[config.mk]
export PLATFORM = sky130hd
export DESIGN_NAME = ir_packet_decoder
export DESIGN_NICKNAME = d
export VERILOG_FILES = /design/src/rtl/ir_packet_decoder.sv
export SDC_FILE = /design/constraint.sdc
export NUM_CORES = 1
export LEC_CHECK = 0
export BUFFER_PORTS_ARGS = -buffer_cell sky130_fd_sc_hd__clkbuf_2
export CORE_ASPECT_RATIO = 0.5
export CORE_UTILIZATION = 67
export DETAILED_ROUTE_END_ITERATION = 8
export PLACE_DENSITY = 0.82
export SLEW_MARGIN = 20
export SYNTH_ARGS = -nofsm -noshare
export SYNTH_HDL_FRONTEND = slang
export SYNTH_SLANG_ARGS = --single-unit
[constraint.sdc]
create_clock -name CLK -period 5.7 [get_ports CLK]
set_input_delay 0.855 -clock CLK [delete_from_list [all_inputs] [get_ports CLK]]
set_output_delay 0.855 -clock CLK [all_outputs]
set_load 0.005 [all_outputs]
[src/rtl/ir_packet_decoder.sv]
// rtl/ir_packet_decoder.sv - IR car-link packet decoder (start, select, 4 command bits)
//
// Ports:
//   CLK        system clock
//   RST        asynchronous active-low reset
//   IR_IN      demodulated IR envelope, 1 = carrier present, asynchronous
//   CMD        {RIGHT,LEFT,BACK,FORWARD}, held between packets, forced 0 on link loss
//   CMD_VALID  one-cycle strobe when CMD is updated by a good packet
//   PKT_ERR    one-cycle strobe when a packet is aborted
//   LINK_LOST  high while no good packet has arrived within TIMEOUT_MS
module ir_packet_decoder #(
    parameter int TICK_DIV   = 50,
    parameter int START_US   = 2400,
    parameter int SELECT_US  = 600,
    parameter int GAP_US     = 600,
    parameter int ONE_US     = 1200,
    parameter int ZERO_US    = 600,
    parameter int TOL_PCT    = 25,
    parameter int TIMEOUT_MS = 250
) (
    input  logic       CLK,
    input  logic       RST,
    input  logic       IR_IN,
    output logic [3:0] CMD,
    output logic       CMD_VALID,
    output logic       PKT_ERR,
    output logic       LINK_LOST
);

    localparam int PW = (TICK_DIV > 1) ? $clog2(TICK_DIV) : 1;

    localparam logic [15:0] START_MIN  = 16'(START_US  * (100 - TOL_PCT) / 100);
    localparam logic [15:0] START_MAX  = 16'(START_US  * (100 + TOL_PCT) / 100);
    localparam logic [15:0] SELECT_MIN = 16'(SELECT_US * (100 - TOL_PCT) / 100);
    localparam logic [15:0] SELECT_MAX = 16'(SELECT_US * (100 + TOL_PCT) / 100);
    localparam logic [15:0] GAP_MIN    = 16'(GAP_US    * (100 - TOL_PCT) / 100);
    localparam logic [15:0] GAP_MAX    = 16'(GAP_US    * (100 + TOL_PCT) / 100);
    localparam logic [15:0] ONE_MIN    = 16'(ONE_US    * (100 - TOL_PCT) / 100);
    localparam logic [15:0] ONE_MAX    = 16'(ONE_US    * (100 + TOL_PCT) / 100);
    localparam logic [15:0] ZERO_MIN   = 16'(ZERO_US   * (100 - TOL_PCT) / 100);
    localparam logic [15:0] ZERO_MAX   = 16'(ZERO_US   * (100 + TOL_PCT) / 100);

    typedef enum logic [2:0] {
        S_IDLE,
        S_START,
        S_GAP,
        S_SELECT,
        S_BIT,
        S_DONE,
        S_ERROR
    } state_t;

    state_t state, state_n;
    state_t gap_next, gap_next_n;

    logic          ir_s1, ir_s2, ir_s3;
    logic          rise, fall;
    logic [PW-1:0] pre_cnt;
    logic          tick;
    logic [15:0]   len_cnt;
    logic [3:0]    shift, shift_n;
    logic [1:0]    bit_cnt, bit_cnt_n;
    logic [9:0]    ms_sub;
    logic [15:0]   ms_cnt;
    logic          done_evt, err_evt, timeout_evt;

    function automatic logic in_win(input logic [15:0] v, input logic [15:0] lo,
                                    input logic [15:0] hi);
        return (v >= lo) && (v <= hi);
    endfunction

    // Two-flop synchroniser plus one history flop for edge detection.
    always_ff @(posedge CLK or negedge RST) begin
        if (!RST) begin
            ir_s1 <= 1'b0;
            ir_s2 <= 1'b0;
            ir_s3 <= 1'b0;
        end else begin
            ir_s1 <= IR_IN;
            ir_s2 <= ir_s1;
            ir_s3 <= ir_s2;
        end
    end

    assign rise = ir_s2 & ~ir_s3;
    assign fall = ~ir_s2 & ir_s3;
    assign tick = (pre_cnt == PW'(TICK_DIV - 1));

    // Free-running 1 us prescaler and burst/gap length counter in ticks.
    always_ff @(posedge CLK or negedge RST) begin
        if (!RST) begin
            pre_cnt <= '0;
            len_cnt <= '0;
        end else begin
            pre_cnt <= tick ? '0 : pre_cnt + 1'b1;
            if (rise || fall)
                len_cnt <= '0;
            else if (tick && (len_cnt != 16'hFFFF))
                len_cnt <= len_cnt + 16'd1;
        end
    end

    always_ff @(posedge CLK or negedge RST) begin
        if (!RST) begin
            state    <= S_IDLE;
            gap_next <= S_SELECT;
            shift    <= '0;
            bit_cnt  <= '0;
        end else begin
            state    <= state_n;
            gap_next <= gap_next_n;
            shift    <= shift_n;
            bit_cnt  <= bit_cnt_n;
        end
    end

    // Inside a burst state the synchronised line is high unless this is the
    // falling-edge cycle, so "no fall" means the carrier is still present.
    always_comb begin
        state_n    = state;
        gap_next_n = gap_next;
        shift_n    = shift;
        bit_cnt_n  = bit_cnt;
        case (state)
            S_IDLE: begin
                if (rise) begin
                    state_n   = S_START;
                    shift_n   = '0;
                    bit_cnt_n = '0;
                end
            end
            S_START: begin
                if (fall) begin
                    if (in_win(len_cnt, START_MIN, START_MAX)) begin
                        state_n    = S_GAP;
                        gap_next_n = S_SELECT;
                    end else begin
                        state_n = S_ERROR;
                    end
                end else if (len_cnt > START_MAX) begin
                    state_n = S_ERROR;
                end
            end
            S_GAP: begin
                if (rise) begin
                    state_n = in_win(len_cnt, GAP_MIN, GAP_MAX) ? gap_next : S_ERROR;
                end else if (len_cnt > GAP_MAX) begin
                    state_n = S_ERROR;
                end
            end
            S_SELECT: begin
                if (fall) begin
                    if (in_win(len_cnt, SELECT_MIN, SELECT_MAX)) begin
                        state_n    = S_GAP;
                        gap_next_n = S_BIT;
                    end else begin
                        state_n = S_ERROR;
                    end
                end else if (len_cnt > SELECT_MAX) begin
                    state_n = S_ERROR;
                end
            end
            S_BIT: begin
                if (fall) begin
                    if (in_win(len_cnt, ZERO_MIN, ZERO_MAX) ||
                        in_win(len_cnt, ONE_MIN, ONE_MAX)) begin
                        shift_n    = {shift[2:0], in_win(len_cnt, ONE_MIN, ONE_MAX)};
                        bit_cnt_n  = bit_cnt + 2'd1;
                        gap_next_n = S_BIT;
                        state_n    = (bit_cnt == 2'd3) ? S_DONE : S_GAP;
                    end else begin
                        state_n = S_ERROR;
                    end
                end else if (len_cnt > ONE_MAX) begin
                    state_n = S_ERROR;
                end
            end
            S_DONE: begin
                state_n = S_IDLE;
            end
            S_ERROR: begin
                state_n   = S_IDLE;
                shift_n   = '0;
                bit_cnt_n = '0;
            end
            default: begin
                state_n = S_IDLE;
            end
        endcase
    end

    // DONE and ERROR are only ever entered from another state, so the
    // strobes are registered on entry and line up with the updated CMD.
    assign done_evt    = (state_n == S_DONE);
    assign err_evt     = (state_n == S_ERROR);
    assign timeout_evt = !LINK_LOST && tick && (ms_sub == 10'd999) &&
                         (ms_cnt == 16'(TIMEOUT_MS - 1));

    always_ff @(posedge CLK or negedge RST) begin
        if (!RST) begin
            CMD       <= '0;
            CMD_VALID <= 1'b0;
            PKT_ERR   <= 1'b0;
            LINK_LOST <= 1'b1;
            ms_sub    <= '0;
            ms_cnt    <= '0;
        end else begin
            CMD_VALID <= done_evt;
            PKT_ERR   <= err_evt;
            // A good packet takes priority over a coincident timeout expiry.
            if (done_evt) begin
                CMD       <= shift_n;
                LINK_LOST <= 1'b0;
                ms_sub    <= '0;
                ms_cnt    <= '0;
            end else if (!LINK_LOST && tick) begin
                if (ms_sub == 10'd999) begin
                    ms_sub <= '0;
                    ms_cnt <= ms_cnt + 16'd1;
                end else begin
                    ms_sub <= ms_sub + 10'd1;
                end
                if (timeout_evt) begin
                    LINK_LOST <= 1'b1;
                    CMD       <= '0;
                end
            end
        end
    end

endmodule

==> Yosys cells after proc, flatten, opt, wreduce, memory -nomap -nowiden <==
Cells that the tools add are included.
{ "op_classes": {"mux": 44, "n_lt_le_gt_ge": 9, "reduce_logical": 21, "eq_ne": 19, "n_addsub": 5, "n_bitwise": 4} }
{ "ops": {"columns": ["op", "count"], "rows": [
  ["two-way mux 16 bit", 5],
  ["two-way mux 3 bit", 19],
  ["adder 16 x 1 -> 16 bit, second input constant", 2],
  ["two-way mux 10 bit", 3],
  ["two-way mux 4 bit", 6],
  ["== test 16 x 8 -> 1 bit, second input constant", 1],
  ["greater-or-equal comparator 16 x 10 -> 1 bit, second input constant", 1],
  ["greater-or-equal comparator 16 x 11 -> 1 bit, second input constant", 1],
  ["greater-or-equal comparator 16 x 9 -> 1 bit, second input constant", 1],
  ["> comparator 16 x 10 -> 1 bit, second input constant", 1],
  ["> comparator 16 x 11 -> 1 bit, second input constant", 1],
  ["> comparator 16 x 12 -> 1 bit, second input constant", 1],
  ["less-or-equal comparator 16 x 10 -> 1 bit, second input constant", 1],
  ["less-or-equal comparator 16 x 11 -> 1 bit, second input constant", 1],
  ["less-or-equal comparator 16 x 12 -> 1 bit, second input constant", 1],
  ["inequality test 16 bit, second input constant", 1],
  ["case mux 3 bit (5 select lines)", 1],
  ["inequality test 2 bit, second input constant", 7],
  ["== test 3 bit, second input constant", 4],
  ["case mux 4 bit (3 select lines)", 1],
  ["adder 10 x 1 -> 10 bit, second input constant", 1],
  ["== test 10 bit, second input constant", 1],
  ["case mux 3 bit (3 select lines)", 1],
  ["nonzero test 2 bit", 4],
  ["20 further kinds", 36]
]} }
{ "word_totals": {"input_bits": 3, "reg_bits": 70} }

==> Depth between registers and ports, before layout <==
{ "logic_depth": {"word_depth": 9, "ltp_mapped": 10} }

==> Least setup slack after synthesis <==
Ideal clock, no wire load.
{ "synth_path": {"path_type": "reg2reg", "from": "reg len_cnt[11]", "to": "reg ms_cnt[4]", "path_slack_ns": 3.290, "t_arrival_ns": 2.291, "period_less_slack_ns": 2.410, "setup_ns": 0.119, "path_buffers": 3, "stages_incl_launch_ff": 10, "path_cell_list": "dfrtp_1 -> buf_2 -> or3b_1 -> or4_1 -> a21oi_2 -> a22oi_4 -> nor4_4 -> buf_4 -> buf_6 -> nor2_1"} }
{ "synth_via": {"elab_chain_cells": 9, "elab_cells_between_ends": 30, "classes_between": "order compare (9); eq/ne (1); mux (13); reduce/logical (7)"} }
{ "synth_lines": {"columns": ["item", "line", "source"], "rows": [
  ["start: declaration", "60", "logic [15:0] len_cnt;"],
  ["start signal: assignment", "99", "len_cnt <= len_cnt + 16'd1;"],
  ["greater-or-equal comparator 16 x 9 -> 1 bit (tied with other cells)", "69", "return (v >= lo) && (v <= hi);"],
  ["logical AND 1 bit", "69", null],
  ["logical OR 1 bit", "165", "if (in_win(len_cnt, ZERO_MIN, ZERO_MAX) ||"],
  ["two-way mux 3 bit", "165", null],
  ["two-way mux 3 bit", "164", "if (fall) begin"],
  ["case mux 3 bit (5 select lines) (*)", "124", "case (state)"],
  ["== test 3 bit (*)", "194", "assign done_evt = (state_n == S_DONE);"],
  ["via done_evt", "65", "logic done_evt, err_evt, timeout_evt;"],
  ["nonzero test 2 bit (no line)", null, null],
  ["AND reduction 2 bit (no line)", null, null],
  ["end signal: assignment", "219", "ms_cnt <= ms_cnt + 16'd1;"],
  ["end: declaration", "64", "logic [15:0] ms_cnt;"]
]} }
The timed path passes the listed nets; every way through them passes the cells marked *.
A chain may end at the register's enable or synchronous reset.

==> Worst setup path after layout <==
{ "layout_path": {"from": "reg len_cnt[10]", "to": "reg ms_sub[5]"} }
{ "layout_via": {"elab_chain_cells": 8, "elab_cells_between_ends": 28, "classes_between": "order compare (9); eq/ne (1); mux (13); reduce/logical (5)"} }
{ "layout_lines": {"columns": ["item", "line", "source"], "rows": [
  ["greater-or-equal comparator 16 x 9 -> 1 bit (tied with other cells)", "69", null],
  ["logical AND 1 bit", "69", null],
  ["logical OR 1 bit", "165", null],
  ["two-way mux 3 bit", "165", null],
  ["two-way mux 3 bit", "164", null],
  ["case mux 3 bit (5 select lines) (*)", "124", null],
  ["== test 3 bit (*)", "194", null],
  ["two-way mux 10 bit / nonzero test 2 bit (equally long branches)", null, null],
  ["end signal: assignment", "221", "ms_sub <= ms_sub + 10'd1;"],
  ["end: declaration", "63", "logic [9:0] ms_sub;"]
]} }
Mark *: on every way between the ends. The rest lies on a longest branch, timed or not.

==> impl_metrics.toml <==
[outcome]
status = "finished, final reports clean"

[clock_network]
worstSkewPairLatency_ns = 0.36
h-tree-depth = 3
postCtsHoldBufs = 0
cts_root_buf = "clkbuf_8"
tritoncts = "yes"
cts.sinks = 69
cts_buffers = 9
path_clk_slew_ns = 0.08
cts_resized = 0
postCtsSetupBuffers = 0
cts_buffer_depth = 2

[timing]
finalClockSkew_ns = 0.00651
hold_viol = 0
worst_pin_slew_ns = 0.870
final.setup.tns_ns = 0
drv_slew = 0
setup_viol = 0
rsz0062_at_grt = "no"
fin_crit_sh_pct = 51.9
relSlewSlack_pct = 42.0
period_minus_slack_ns = 2.96
max_freq_mhz = 338
setup_ws_ns = 2.74

[logic_synthesis]
ys_seq_elements = 69
muxShareOfSynthArea_pct = 0.564
syn_area_per_cell_um2 = 9.77
synth.top_cell.area_share_pct = 44.5
netlist_instances = 386
synthTopCellsByArea = "dfrtp_1, xor2_1, nor2_1, xnor2_1, and2_1"
synth_largest_area_cell = "dfrtp_1"
synth_warnings = 0
synth_compound_area_share_pct = 10.7
synth_top_flop_cell = "dfrtp_1"
yosysSeqAreaShare_pct = 45.9
synthXorXnorAreaFrac_pct = 8.83
yosysMostFrequentCell = "dfrtp_1"
synth_common_cells = "dfrtp_1, nor2_1, nand3_1"
synth-async-reset-ratio_pct = 100
syn_nets = 399
synth_top_family_by_area = "simple AND/OR/NAND/NOR gates"
synth_edf_count = 0
synthAdderAreaFrac_pct = 3.32
synthesis.area_um2 = 3770
ys_types = 59
synth_simple_gate_area_share_pct = 27.1

[layout]
drive_gt1_share_pct = 10.3
syn_to_final_growth_pct = 7.93
diodes = 0
fin_util_pct = 78.9
nets = 406
stdcell_count = 468

[route]
drt-initial-drc-count = 204
vias = 2874
ant_nets = 0
dr.pass1.iters = 4
wire_per_inst_um = 16.4
drt_wl_total_um = 7680
dr_wl_met2_um = 3690
top_layer_used = "met4"
met1_length_um = 3440
wl_met3_um = 396
drcViolationCount = 0
routed_via_density = 6.14

[critical_path]
crit_start = "len_cnt[10]"
cp.arrival_ns = 3.20
critPathCapture = "ms_sub[5]"
reg2reg_slack_ns = 2.74
path_class = "reg2reg"
worstPathMaxFanout = 30
endpoint_kind = "flop"
worst_setup_path_start_kind = "flop"
crit_required_ns = 5.94
rr_worst_depth = 8
r2r-end = "ms_sub[5]"
r2r-start = "len_cnt[10]"

[power]
powerDensity_nw_per_um2 = 263
ir_worst_vdd_v = 0.000249
p_leak_nw = 1.85
power_mw = 1.07

[placement]
dp_hpwl_um = 5160
place_inst = 452
pre_cts_slack_ns = 2.82
globalplace.congestion = 0.896
io_buffers = 9

[hold_path]
hold_class = "reg2reg"
worstHoldPathCells = 0

[die]
die_w_um = 108
coreArea_um2 = 5160
ios = 10
rows = 18
dieHeight_um = 55.0
start_util_pct = 73.1
die-area_um2 = 5950

[global_route]
grt-ovfl-total = 0
grt_first_pass_wirelength_um = 12600
antenna_found_initial = 0
grt_max_degree = 70
grt_pass1_vias = 2694
grt_usage_pct = 29.0

[run]
max_cap_viol_count = 0
## logic make-up after synthesis
kind of cell	count (synthesis)
and+or+nand+nor	180
xor gates and xnor gates	38
buffers and inverters	30
adders and majority gates	10
muxes	2
DFF	69
AOI/OAI and AO/OA	57
## routing by layer
metal / vias up / track usage [%]
li1: 1383 / -
met1: 1388 / 33.8
met2: 86 / 50.6
met3: 17 / 9.25
met4: 0 / 13.5
met5: - / 0
## registers in the layout, summed over array words and instances, names as in the netlist
name and cells:
bit_cnt 2, ir_s1 1, ms_sub 10, pre_cnt 6, CMD 4, shift 4
gap_next 2, state 3, ms_cnt 16, PKT_ERR 1, len_cnt 16, ir_s2 1
LINK_LOST 1, ir_s3 1, CMD_VALID 1
## power breakdown
group | switching, mW | leakage, nW | internal, mW
combinational | 0.0546 | 0.803 | 0.0360
sequential | 0.0168 | 0.933 | 0.500
clock | 0.191 | 0.116 | 0.271
total | 0.262 | 1.85 | 0.807
## worst min path at each step
| stage | from | endpoint | slack [ns] |
|---|---|---|---|
| after global routing | ir_s1 | ir_s2 | 0.38 |
| after global placement | ir_s1 | ir_s2 | 0.34 |
| after detailed placement | ir_s1 | ir_s2 | 0.36 |
| after floorplan | ir_s1 | ir_s2 | 0.33 |
| final | ir_s1 | ir_s2 | 0.37 |
| after CTS | ir_s1 | ir_s2 | 0.38 |
## through the flow
stage          hold WS [ns]  instance area [um2]
6_report              0.367                 4070
2_1_floorplan         0.331                 3770
4_1_cts               0.375                 4070
5_1_grt               0.382                 4070
3_5_place_dp          0.359                 3840
3_3_place_gp          0.336                 3840
## worst max-delay path, stage by stage (launching register included)
cell	delay [ns]
dfrtp_1	0.53
or3b_1	0.42
or4_1	0.53
a21oi_2	0.27
a22oi_4	0.14
nor4_4	0.19
buf_4	0.34
or2_1	0.32
nor2_1	0.10
## placed cells by master, fill, tap and decap left out, drive strengths merged, types with 2 or more instances in the layout
cell type  netlist  routed
inv             15      16
buf             11       3
a22o             4       4
nand2           21      21
o21ai           12      12
a31oi            3       3
nor3             9       9
a211oi           2       2
and4             6       6
bufinv           0       2
o31ai            2       2
dfstp            2       2
a2111oi          2       2
nand3b           2       2
nand2b           3       3
a22oi            3       3
dfrtp           67      67
and3             8       8
nor2b            7       7
clkbuf           4      19
a21oi           17      17
o311ai           2       2
nor4             7       7
or3              5       5
nand3           25      25
ha              10      10
or4              4       4
nand4           12      12
and2            20      20
xor2            21      21
a21boi           3       3
xnor2           17      17
nor2            42      42
nor3b            3       3
## cell type report
type                       instances  area [um2]
clock inverter                     5        81.3
multi-input combinational        287        1900
timing repair buffer              11        60.1
fill                             333        1090
inverter                          15        56.3
clock buffer                      11         151
sequential                        69        1730
tap                               70        87.6
No activity file was read; power rests on OpenSTA's default activity.
